--- src/rtl/regincr_sched_pkg.sv ---
// Shared constants, the requester-ID width helper and the pipeline entry type
// for the round-robin registered-incrementer scheduler.
package regincr_sched_pkg;

  localparam int DEF_NREQ    = 2;
  localparam int DEF_NBITS   = 8;
  localparam int DEF_NSTAGES = 2;
  localparam int DEF_QDEPTH  = 4;

  function automatic int id_width(input int n);
    return (n > 1) ? $clog2(n) : 1;
  endfunction

  localparam int DEF_ID_W = id_width(DEF_NREQ);

  typedef struct packed {
    logic                 val;
    logic [DEF_ID_W-1:0]  id;
    logic [DEF_NBITS-1:0] data;
  } pipe_entry_t;

endpackage

--- src/rtl/regincr_rr_fifo.sv ---
// Circular response queue; the head reads as zero while empty so the shared
// response bus stays quiet when nothing is pending.
module regincr_rr_fifo #(
  parameter int NBITS = 8,
  parameter int DEPTH = 4
) (
  input  logic             clk,
  input  logic             reset,
  input  logic             enq,
  input  logic [NBITS-1:0] enq_data,
  input  logic             deq,
  output logic [NBITS-1:0] deq_data,
  output logic             full,
  output logic             empty
);

  localparam int AW = (DEPTH > 1) ? $clog2(DEPTH) : 1;
  localparam int CW = $clog2(DEPTH + 1);

  logic [NBITS-1:0] mem_r [DEPTH];
  logic [AW-1:0]    wr_ptr_r;
  logic [AW-1:0]    rd_ptr_r;
  logic [CW-1:0]    count_r;
  logic             do_enq_s;
  logic             do_deq_s;

  function automatic logic [AW-1:0] next_ptr(input logic [AW-1:0] p);
    return (p == AW'(DEPTH - 1)) ? '0 : p + AW'(1);
  endfunction

  assign full     = (count_r == CW'(DEPTH));
  assign empty    = (count_r == '0);
  assign do_enq_s = enq && !full;
  assign do_deq_s = deq && !empty;

  // pointer and occupancy bookkeeping
  always_ff @(posedge clk or posedge reset) begin
    if (reset) begin
      wr_ptr_r <= '0;
      rd_ptr_r <= '0;
      count_r  <= '0;
    end else begin
      wr_ptr_r <= do_enq_s ? next_ptr(wr_ptr_r) : wr_ptr_r;
      rd_ptr_r <= do_deq_s ? next_ptr(rd_ptr_r) : rd_ptr_r;
      case ({do_enq_s, do_deq_s})
        2'b10:   count_r <= count_r + CW'(1);
        2'b01:   count_r <= count_r - CW'(1);
        default: count_r <= count_r;
      endcase
    end
  end

  // storage array
  always_ff @(posedge clk or posedge reset) begin
    if (reset) begin
      for (int i = 0; i < DEPTH; i++) mem_r[i] <= '0;
    end else if (do_enq_s) begin
      mem_r[wr_ptr_r] <= enq_data;
    end else begin
      mem_r[wr_ptr_r] <= mem_r[wr_ptr_r];
    end
  end

  // head presentation
  always_comb begin
    deq_data = '0;
    if (empty) deq_data = '0;
    else       deq_data = mem_r[rd_ptr_r];
  end

endmodule

--- src/rtl/regincr_rr_sched.sv ---
// One registered-incrementer pipeline shared by NREQ requesters: round-robin
// arbitration gated by per-requester credits, ID-tagged stages, response queues.
module regincr_rr_sched
  import regincr_sched_pkg::*;
#(
  parameter int NREQ    = DEF_NREQ,
  parameter int NBITS   = DEF_NBITS,
  parameter int NSTAGES = DEF_NSTAGES,
  parameter int QDEPTH  = DEF_QDEPTH
) (
  input  logic                  clk,
  input  logic                  reset,
  input  logic [NREQ-1:0]       req_val,
  output logic [NREQ-1:0]       req_rdy,
  input  logic [NREQ*NBITS-1:0] req_msg,
  output logic [NREQ-1:0]       resp_val,
  input  logic [NREQ-1:0]       resp_rdy,
  output logic [NREQ*NBITS-1:0] resp_msg
);

  localparam int ID_W = id_width(NREQ);
  localparam int CW   = $clog2(QDEPTH + 1);

  typedef struct packed {
    logic             val;
    logic [ID_W-1:0]  id;
    logic [NBITS-1:0] data;
  } stage_t;

  logic [ID_W-1:0]  rr_ptr_r;
  logic [CW-1:0]    credit_r [NREQ];
  stage_t           pipe_r [NSTAGES];
  logic [NREQ-1:0]  grant_s;
  logic [NREQ-1:0]  enq_s;
  logic [NREQ-1:0]  deq_s;
  logic [NREQ-1:0]  full_s;
  logic [NREQ-1:0]  empty_s;
  logic             grant_any_s;
  logic [ID_W-1:0]  grant_id_s;
  logic [NBITS-1:0] grant_msg_s;
  logic [ID_W:0]    sum_s;
  logic [ID_W-1:0]  idx_s;

  // round-robin search from rr_ptr, skipping requesters without credit
  always_comb begin
    grant_s     = '0;
    grant_any_s = 1'b0;
    grant_id_s  = '0;
    sum_s       = '0;
    idx_s       = '0;
    for (int off = 0; off < NREQ; off++) begin
      sum_s = {1'b0, rr_ptr_r} + (ID_W + 1)'(off);
      if (sum_s >= (ID_W + 1)'(NREQ)) sum_s = sum_s - (ID_W + 1)'(NREQ);
      else                            sum_s = sum_s;
      idx_s = sum_s[ID_W-1:0];
      if (!grant_any_s && req_val[idx_s] && (credit_r[idx_s] != '0)) begin
        grant_any_s    = 1'b1;
        grant_id_s     = idx_s;
        grant_s[idx_s] = 1'b1;
      end else begin
        grant_any_s = grant_any_s;
      end
    end
  end

  // ready is the grant, forced low while reset is held
  always_comb begin
    req_rdy = '0;
    if (reset) req_rdy = '0;
    else       req_rdy = grant_s;
  end

  // winning message select
  always_comb begin
    grant_msg_s = '0;
    for (int i = 0; i < NREQ; i++) begin
      if (grant_s[i]) grant_msg_s = req_msg[i*NBITS +: NBITS];
      else            grant_msg_s = grant_msg_s;
    end
  end

  // arbitration pointer
  always_ff @(posedge clk or posedge reset) begin
    if (reset) begin
      rr_ptr_r <= '0;
    end else if (grant_any_s) begin
      rr_ptr_r <= (grant_id_s == ID_W'(NREQ - 1)) ? '0 : grant_id_s + ID_W'(1);
    end else begin
      rr_ptr_r <= rr_ptr_r;
    end
  end

  // credits reserve queue space at grant time, so the pipeline never stalls
  always_ff @(posedge clk or posedge reset) begin
    if (reset) begin
      for (int i = 0; i < NREQ; i++) credit_r[i] <= CW'(QDEPTH);
    end else begin
      for (int i = 0; i < NREQ; i++) begin
        case ({grant_s[i], deq_s[i]})
          2'b10:   credit_r[i] <= credit_r[i] - CW'(1);
          2'b01:   credit_r[i] <= credit_r[i] + CW'(1);
          default: credit_r[i] <= credit_r[i];
        endcase
      end
    end
  end

  // incrementer stages, always advancing
  always_ff @(posedge clk or posedge reset) begin
    if (reset) begin
      for (int s = 0; s < NSTAGES; s++) pipe_r[s] <= '0;
    end else begin
      pipe_r[0] <= '{val: grant_any_s, id: grant_id_s, data: grant_msg_s + NBITS'(1)};
      for (int s = 1; s < NSTAGES; s++) begin
        pipe_r[s] <= '{val: pipe_r[s-1].val, id: pipe_r[s-1].id,
                       data: pipe_r[s-1].data + NBITS'(1)};
      end
    end
  end

  for (genvar g = 0; g < NREQ; g++) begin : g_q
    assign enq_s[g]    = pipe_r[NSTAGES-1].val && (pipe_r[NSTAGES-1].id == ID_W'(g)) && !full_s[g];
    assign resp_val[g] = !empty_s[g];
    assign deq_s[g]    = !empty_s[g] && resp_rdy[g];

    regincr_rr_fifo #(
      .NBITS (NBITS),
      .DEPTH (QDEPTH)
    ) u_q (
      .clk      (clk),
      .reset    (reset),
      .enq      (enq_s[g]),
      .enq_data (pipe_r[NSTAGES-1].data),
      .deq      (deq_s[g]),
      .deq_data (resp_msg[g*NBITS +: NBITS]),
      .full     (full_s[g]),
      .empty    (empty_s[g])
    );
  end

endmodule
--- config.mk ---
export PLATFORM = sky130hd
export DESIGN_NAME = regincr_rr_sched
export DESIGN_NICKNAME = d
export VERILOG_FILES = /design/src/rtl/regincr_sched_pkg.sv /design/src/rtl/regincr_rr_fifo.sv /design/src/rtl/regincr_rr_sched.sv
export SDC_FILE = /design/constraint.sdc
export NUM_CORES = 1
export LEC_CHECK = 0
export BUFFER_PORTS_ARGS = -buffer_cell sky130_fd_sc_hd__clkbuf_2
export CORE_MARGIN = 2
export CORE_UTILIZATION = 60
export DETAILED_ROUTE_END_ITERATION = 12
export PLACE_DENSITY = 0.76
export SYNTH_ARGS = -nofsm -noshare
export SYNTH_HDL_FRONTEND = slang
export SYNTH_HIERARCHICAL = 1
export SYNTH_SLANG_ARGS = --single-unit
--- constraint.sdc ---
create_clock -name clk -period 2.9 [get_ports clk]
set_input_delay 0 -clock clk [delete_from_list [all_inputs] [get_ports clk]]
set_output_delay 0 -clock clk [all_outputs]
set_load 0.02 [all_outputs]
== Word-level counts from Yosys, hierarchy flattened ==
Cells that the tools add are included.

* Add/sub/neg operators: 18
* Mux-type cells: 58
* Bitwise operators: 8
* Magnitude comparators: 14
* Reduce and logical (&&, ||, !) cells: 30
* Equality and inequality tests: 14

{| class="wikitable"
|+ Operator list
! kind !! count
|-
| $bwmux W32 || 4
|-
| $mux W8 || 14
|-
| $bmux W8 S2 || 4
|-
| $mux W32 || 2
|-
| $demux W8 S2 || 2
|-
| $pmux W3 S2 || 4
|-
| $mux W3 || 6
|-
| $logic_and A1 B1 Y1 || 17
|-
| $add A8 B1 Y8 const B || 2
|-
| $eq A2 B2 Y1 const B || 8
|-
| $mux W2 || 7
|-
| $mux W1 || 13
|-
| $add A3 B1 Y3 const B || 4
|-
| $ge A3 B3 Y1 const B || 4
|-
| $not A2 Y3 || 4
|-
| $sub A3 B1 Y3 const B || 4
|-
| $add A2 B1 Y2 const B || 4
|-
| $eq A2 B1 Y1 const B || 4
|-
| $reduce_bool A2 Y1 || 4
|-
| $eq A3 B3 Y1 const B || 2
|-
| $ge A2 B2 Y1 const B || 3
|-
| $logic_not A3 Y1 || 2
|-
| $lt A3 B1 Y1 const B || 2
|-
| $reduce_bool A3 Y1 || 2
|-
| 11 further kinds || 20
|}

* Output and inout port bits: 20
* Flip-flop bits (word level): 105
* Word-level logic and storage cells: 165
* Input port bits: 22

== Logic depth before layout (Yosys ltp) ==
Gate-level depths: netlist (run 1).

* Depth after elaboration: 16
* Mapped depth: 12
* Mapped depth without buffers: 10

== Modules after synthesis ==
The synthesis (run 1) kept the hierarchy.

{| class="wikitable"
|+ By module, submodules not included
! module !! instances !! area an instance (µm²) !! cells each !! seq. area each (µm²)
|-
| regincr_rr_fifo || 2 || 2158.3 || 187 || 975.9
|-
| regincr_rr_sched || 1 || 1315.0 || 108 || 678.2
|}

== Least setup slack after synthesis (run 1) ==
Ideal clock, no wire load.

* Kind: reg2reg
* Start point: reg g_q[0].u_q.count_r[0]
* End point: reg g_q[0].u_q.count_r[2]
* Setup slack: 0.570 ns
* Stages on the path, launching flop included: 13
* Clock period less this slack: 2.330 ns
* Data required time: 2.821 ns
* Data arrival time: 2.251 ns
* Cells stage by stage: dfrtp_1 -> or3b_1 -> buf_6 -> clkinv_8 -> nor3b_1 -> buf_4 -> nand2_4 -> ha_1 -> inv_1 -> fa_1 -> xor2_1 -> nor2_1 -> xor2_1

* Word-level cells in the longest chain between the ends: 6

{| class="wikitable"
|+ RTL lines
! element !! RTL line !! RTL
|-
| start, declared || regincr_rr_fifo.sv:23 || <nowiki>logic [CW-1:0] count_r;</nowiki>
|-
| start signal, assigned || regincr_rr_fifo.sv:46 || <nowiki>2'b10: count_r <= count_r + CW'(1);</nowiki>
|-
| start signal, assigned || regincr_rr_fifo.sv:47 || <nowiki>2'b01: count_r <= count_r - CW'(1);</nowiki>
|-
| start signal, assigned || regincr_rr_fifo.sv:48 || <nowiki>default: count_r <= count_r;</nowiki>
|-
| $eq A3 B3 Y1 (*) || regincr_rr_fifo.sv:31 || <nowiki>assign full = (count_r == CW'(DEPTH));</nowiki>
|-
| named net full_s[0] || regincr_rr_sched.sv:36 || <nowiki>logic [NREQ-1:0] full_s;</nowiki>
|-
| $logic_not A1 Y1 (*) || regincr_rr_sched.sv:122 || <nowiki>assign enq_s[g] = pipe_r[NSTAGES-1].val && (pipe_r[NSTAGES-1].id == ID_W'(g)) && !full_s[g];</nowiki>
|-
| $logic_and A1 B1 Y1 (*) || regincr_rr_sched.sv:122 ||
|-
| named net enq_s[0] || regincr_rr_sched.sv:34 || <nowiki>logic [NREQ-1:0] enq_s;</nowiki>
|-
| $logic_and A1 B1 Y1 (*) || regincr_rr_fifo.sv:33 || <nowiki>assign do_enq_s = enq && !full;</nowiki>
|-
| $eq A2 B1 Y1 / $eq A2 B2 Y1 (equally long branches) || regincr_rr_fifo.sv:45 || <nowiki>case ({do_enq_s, do_deq_s})</nowiki>
|-
| $pmux W3 S2 / $reduce_bool A2 Y1 (equally long branches) || n/a ||
|}

The timed path passes the listed nets; every way through them passes the cells marked *.
A chain may end at the register's enable or synchronous reset.

== Final worst setup path (run 1) ==
* Start point: reg g_q[1].u_q.count_r[0]
* End point: reg g_q[1].u_q.count_r[2]

* Word-level cells in the longest chain between the ends: 6

{| class="wikitable"
|+ RTL lines
! element !! RTL line
|-
| start, declared || regincr_rr_fifo.sv:23
|-
| start signal, assigned || regincr_rr_fifo.sv:46
|-
| start signal, assigned || regincr_rr_fifo.sv:47
|-
| start signal, assigned || regincr_rr_fifo.sv:48
|-
| $eq A3 B3 Y1 (*) || regincr_rr_fifo.sv:31
|-
| named net full_s[1] || regincr_rr_sched.sv:36
|-
| $logic_not A1 Y1 (*) || regincr_rr_sched.sv:122
|-
| $logic_and A1 B1 Y1 (*) || regincr_rr_sched.sv:122
|-
| named net enq_s[1] || regincr_rr_sched.sv:34
|-
| $logic_and A1 B1 Y1 (*) || regincr_rr_fifo.sv:33
|-
| $eq A2 B1 Y1 / $eq A2 B2 Y1 (equally long branches) || regincr_rr_fifo.sv:45
|-
| $pmux W3 S2 / $reduce_bool A2 Y1 (equally long branches) || n/a
|}

Marked as above.

==> results.md, run 1 <==
- Largest family of logic cells by synthesized area: multiplexers
- Adder-Cell Fraction of Synth Area: 0.0498
- Post-Synthesis Mean Instance Area: 11.7 sq um
- Tmin final: 2610 ps
- CTS buffer count: 9
- Vias in the first global route: 3942
- Layout Skew: 19.7 ps
- Post-CTS Setup Bufs: 0
- Area after DPL: 5870 sq um
- Starting Density: 0.615
- Hold Fails Final Rpt: 0
- Die width: 101 um
- Final instance area: 6240 sq um
- Status: finished clean
- Critical Path RT: 3170 ps
- Pre-CTS WS: 33.7 ps
- Share of layout cells above drive strength 1: 0.264
- Total track usage: 0.244
- GP Congestion: 0.828
- Clock sinks: 105
- Max_cap viols: 0
- Synthesized Nets: 524
- Final net count: 567
- Peak supply drop: 641 uV
- Worst Path Max Fanout: 10
- Area share of the largest cell type after synthesis: 0.458
- FF+latch count, synth: 105
- Die Area: 10200 sq um
- CP Data Arrival Time: 2880 ps
- Setup TNS: 0 ps
- Final period util: 0.901
- GRT overflow: 0
- WS Path Type: register to register
- Synthesized area: 5630 sq um
- Worst rel slew slack: 0.354
- Area Overhead vs Synth: 10.8%
- Count of input and output buffers: 41
- Multi-input logic area: 2740 sq um
- Unrepaired setup endpoints after global routing: false
- Fmax: 383 MHz
- # setup viols final: 0
- Fillers: 689
- Seq/Total Area, Yosys: 0.467
- PwrDens: 1350 nW/um^2
- Drt drc: 0
- Antenna violations before repair: 0
- Core box area: 9150 sq um
- PnR worst setup slack: 288 ps
- N_diodes: 0
- Crit path capture type: register
- FP Rows: 35
- Die Span Y: 101 um
- CTS tree: yes
- Max Slew Vio Count: 0
- Tightest Hold Check Type: input pin to register
- Top-Level Pins: 42
- Instance count of the mapped netlist: 482
- Pin slew with the least headroom to its limit: 968 ps
- Vias per Instance: 6.15
- Netlist cell types: 44
- DRT Wirelength: 11400 um
- Ys Warns: 6
- Multiplexer share of the synthesized area: 0.152
- Worst-path clk slew: 90 ps
- Complex-gate fraction of the synthesized area: 0.129
- Synth Area in Simple Gates: 0.118
- Cell accounting for the most synthesized area: dfrtp_1
- Seq. cell area: 2630 sq um
- Pre-Repair DR Iteration Count: 5
- ANT nets after route: 0
- Vias: 3945
- Pleak: 0.00262 uW
- H-tree depth: 3
- Worst-skew pair later-pin latency: 370 ps
- PnR Total Power: 8440 uW
- Drt wl/cell: 17.8 um
- XOR/XNOR share of the synthesized area: 0.0373
- First-pass GRT wire length: 19100 um
- Largest net degree at the start of global routing: 40
- Final HPWL DP: 7740 um
- Critical path startpoint category: register
- Clock Tree Buf Depth: 2
- Clock root cell: clkbuf_8
- DR iter-0 viols: 287
- Dominant cells by area after synthesis: dfrtp_1 46%, mux4_2 13%, a31oi_1 7.1%
## final cells by class
| class | count | share of cell area |
|---|---|---|
| Clock buffer | 9 | 0.0198 |
| Clock inverter | 7 | 0.0162 |
| Inverter | 25 | 0.0190 |
| Multi-Input combinational cell | 323 | 0.439 |
| Sequential cell | 105 | 0.421 |
| Tap cell | 111 | 0.0222 |
| Timing Repair Buffer | 61 | 0.0625 |
## metal layers
| metal | global-route usage | share of wire | up-vias |
|---|---|---|---|
| met5 | 0 | 0 | - |
| met4 | 0.0906 | 0.015 | 0 |
| met3 | 0.0423 | 0.056 | 19 |
| met2 | 0.405 | 0.50 | 135 |
| met1 | 0.326 | 0.43 | 1947 |
| li1 | - | - | 1844 |
## synth_stat cells, drive strengths merged
master   number
dfrtp       103
nor2         75
a31oi        64
mux4         32
inv          23
nand3        23
nor2b        20
buf          19
o21ai        17
ha           16
xor2         16
clkbuf       10
mux2         10
xnor2         8
nand2         5
a22oi         4
and3          4
fa            4
a32o          3
a21oi         2
a22o          2
clkinv        2
dfstp         2
mux2i         2
nand4         2
nor3          2
o31a          2
or3b          2
a21o          1
nor3b         1
o2111ai       1
o211ai        1
o21a          1
o311ai        1
o31ai         1
or2           1
## sequential cells by signal (all words and copies together) (netlist names)
signal            cells
g_q.u_q/rd_ptr_r      4
credit_r              6
g_q.u_q/count_r       6
rr_ptr_r              1
g_q.u_q/mem_r        64
pipe_r               20
g_q.u_q/wr_ptr_r      4
## what timing repair did
| item | 4_1_cts | 5_1_grt |
|---|---|---|
| gates resized for setup | 0 | 1 |
| endpoints found under the hold margin | 111 | 0 |
| endpoints found under the setup margin | 0 | 34 |
| hold buffers | 14 | 0 |
## cells in the final DEF (no fill, tap or decap), types with 3 or more instances in the layout
master and count:
o21ai_2 17, clkbuf_8 9, dfrtp_1 103, fa_1 4
a32o_1 3, nand2_1 3, mux4_2 32, nor2b_1 20
a31oi_1 64, dlygate4sd3_1 14, nor2_1 75, ha_1 16
mux2_2 10, clkbuf_2 41, xor2_1 16, and3_1 4
buf_4 6, xnor2_1 8, nand3_1 22, a22oi_1 3
inv_1 22
## power by group
| group | total (uW) | internal [uW] | switching, uW |
|---|---|---|---|
| registers | 3050 | 2220 | 832 |
| clock network | 1000 | 494 | 507 |
| logic | 4390 | 2080 | 2310 |
| total | 8440 | 4790 | 3650 |
## worst max-delay path, cell delays in order, from the launching register on
cell	delay, ps
dfrtp_1	450
or3b_1	640
clkinv_8	170
nor2_1	90
nand2_4	80
ha_1	190
inv_1	60
fa_1	380
xor2_1	150
nor2_1	110
xor2_1	200
## kinds of logic after synthesis
logic type / after synthesis
and+or+nand+nor: 135
DFF: 105
AOI/OAI and AO/OA: 100
buffers and inverters: 54
muxes: 44
xor gates and xnor gates: 24
adders and majority gates: 20
## path summary, 6_finish.rpt
kind / start / end / slack [ps] / depth (start not counted)
min in group asynchronous: reset / g_q[0].u_q/count_r[0] / 360 / 4
max in group asynchronous: reset / pipe_r[0] / 1840 / 3
hold / removal: req_msg[1] / pipe_r[11] / 30 / 3
setup / recovery: g_q[1].u_q/count_r[0] / g_q[1].u_q/count_r[2] / 290 / 10
hold reg to reg: pipe_r[19] / pipe_r[9] / 360 / 0
setup reg to reg: g_q[1].u_q/count_r[0] / g_q[1].u_q/count_r[2] / 290 / 10
## stage by stage
stage | std cells | hold slack [ps] | util
global placement | 611 | 203 | 0.642
finish | 641 | 27.0 | 0.682
CTS | 641 | 5.43 | 0.681
global route | 641 | 49.9 | 0.682
floorplan | 482 | 51.2 | -
detailed placement | 611 | 206 | 0.642
(Power assumes the default switching activity.)
==> run 2, diff against run 1 <==
- ABC_AREA: unset -> 1
- CORE_UTILIZATION: 60 -> 61
==> results.md, run 2 <==
- Dominant cells by area after synthesis: dfrtp_1 40%, nand2_1 21%, inv_1 6.7%
- Largest register by flop count: g_q.u_q/mem_r
- DRT Wirelength: 15700 um
- Status: finished clean
- Synthesized area: 6520 sq um
- PwrDens: 1290 nW/um^2
- Reg power frac: 0.318
- Core box area: 10400 sq um
- Drt wl/cell: 14.2 um
- Final HPWL DP: 10600 um
- Pre-CTS WS: 489 ps
- Fmax: 410 MHz
- Logic pwr share: 0.584
- Dominant synthesized flop cell: dfrtp_1
- Critical Path RT: 3160 ps
- H-tree depth: 3
- Switching part of the total power: 0.515
- Worst-skew pair later-pin latency: 380 ps
- Post-synth EDFFs: 0
- Final instance area: 7060 sq um
- ANT nets after route: 0
- Die Span Y: 107 um
- Synthesized Nets: 965
- GRT overflow: 0
- Final net count: 1009
- FF-to-FF setup slack: 460 ps
- Vias: 5878
- Die width: 107 um
- # setup viols final: 0
- Count of input and output buffers: 41
- Die Area: 11500 sq um
- Clock root cell: clkbuf_8
- Seq/Total Area, Yosys: 0.404
- Worst rel slew slack: 0.366
- FF+latch count, synth: 105
- Area Overhead vs Synth: 8.41%
- Critical path startpoint category: register
- Hold Fails Final Rpt: 0
- Tightest Hold Check Type: input pin to register
- Max layer used: met4
- WS Path Type: register to register
- N_diodes: 0
- Peak supply drop: 685 uV
- Most common cell after layout, fill and taps aside: nand2_1
- Antenna violations before repair: 0
- Top-Level Pins: 42
- FP Rows: 37
- Clock sinks: 105
- Post-Synthesis Mean Instance Area: 7.06 sq um
- Post-CTS Setup Bufs: 0
- Vias in the first global route: 5707
- CTS tree: yes
- Hold Buf Count CTS: 10
- Netlist cell types: 35
- First-pass GRT wire length: 26400 um
- Share of layout cells above drive strength 1: 0.123
- Clock share of power: 0.098
- Post-synth ARST share: 1.00
- WL met2: 7320 um
- Crit path capture type: register
- Regs by FF count: g_q.u_q/mem_r x64, pipe_r x20
- Setup TNS: 0 ps
- Synth top cells by count: 369 x nand2_1, 117 x inv_1, 103 x dfrtp_1
- Pre-Repair DR Iteration Count: 5
- DR iter-0 viols: 425
- CTS buffer count: 9
- Max_cap viols: 0
- Internal: 4420 uW
- Max reg flops: 64
- Largest net degree at the start of global routing: 40
- P_sw: 4690 uW
- PnR worst setup slack: 461 ps
- DRT met1 WL: 6810 um
- Unrepaired setup endpoints after global routing: false
- CP Data Arrival Time: 2700 ps
- WHS: 21.2 ps
- Clock Tree Buf Depth: 2
- Starting Density: 0.628
- Drt drc: 0
- Tmin final: 2440 ps
- Pleak: 0.00409 uW
- Area after DPL: 6780 sq um
- # resized after CTS: 0
- Area share of the largest cell type after synthesis: 0.396
- Max Slew Vio Count: 0
- Ys Warns: 6
- Cell accounting for the most synthesized area: dfrtp_1
- Final period util: 0.841
- Total track usage: 0.293
- Layout Skew: 9.90 ps
- Most frequent cells in the layout: 369 x nand2_1, 117 x inv_1, 103 x dfrtp_1, 76 x nor2_1, 68 x nand3_1
- GP Congestion: 0.878
- Pin slew with the least headroom to its limit: 950 ps
- Worst-path clk slew: 90 ps
- Wire length on met3: 1220 um
- Vias per Instance: 5.31
- Worst Path Max Fanout: 13
- Count leader, synth: nand2_1
- Instance count of the mapped netlist: 923
run 2: area by class of cell:
class | count | area, sq um
clock buffer | 10 | 138
timing repair buffer | 61 | 380
tap | 136 | 170
clock inverter | 4 | 45.0
multi-input combinational | 661 | 3210
inverter | 129 | 489
fill | 917 | 3310
sequential | 105 | 2630
run 2: path summary, 6_finish.rpt:
kind	endpoint	start	cells after the start
min in group asynchronous	g_q[0].u_q/count_r[2]	reset	4
hold / removal	rr_ptr_r	req_val[1]	4
setup reg to reg	g_q[0].u_q/count_r[2]	g_q[0].u_q/count_r[0]	12
hold reg to reg	pipe_r[8]	pipe_r[18]	0
max in group asynchronous	g_q[1].u_q/rd_ptr_r[1]	reset	4
setup / recovery	g_q[0].u_q/count_r[2]	g_q[0].u_q/count_r[0]	12
run 2: metal layers:
metal  global-route usage  vias to the layer above
li1                     -                     2883
met1                0.390                     2746
met2                0.470                      218
met3               0.0587                       31
met4                0.121                        0
met5                    0                        -
run 2: metrics by stage:
step	utilization	instances	power, uW
2_1_floorplan	-	923	6860
3_3_place_gp	0.654	1082	7940
3_5_place_dp	0.654	1082	8130
4_1_cts	0.681	1106	9060
6_report	0.681	1106	9110
5_1_grt	0.681	1106	10000
run 2: cells by family after synthesis:
family                     share of synthesized area
adders and majority gates                     0.0430
xor gates and xnor gates                      0.0228
DFF                                            0.404
muxes                                        0.00346
buffers and inverters                          0.103
AOI/OAI and AO/OA                             0.0616
and+or+nand+nor                                0.362
run 2: critical path: stages (launching register included):
cell	delay [ps]
dfrtp_1	460
nor2_2	170
nand2_4	110
inv_1	70
nor3b_1	40
buf_4	160
nand2_4	240
ha_1	210
inv_1	70
fa_1	380
a21oi_1	150
o21ai_0	120
xnor2_1	140
run 2: power by group through the flow:
stage	Combinational (uW)	Clock [uW]	Sequential, uW
6_report	5320	891	2900
3_3_place_gp	5080	0	2870
5_1_grt	6060	963	2980
2_1_floorplan	4230	0	2630
4_1_cts	5270	915	2880
3_5_place_dp	5230	0	2900
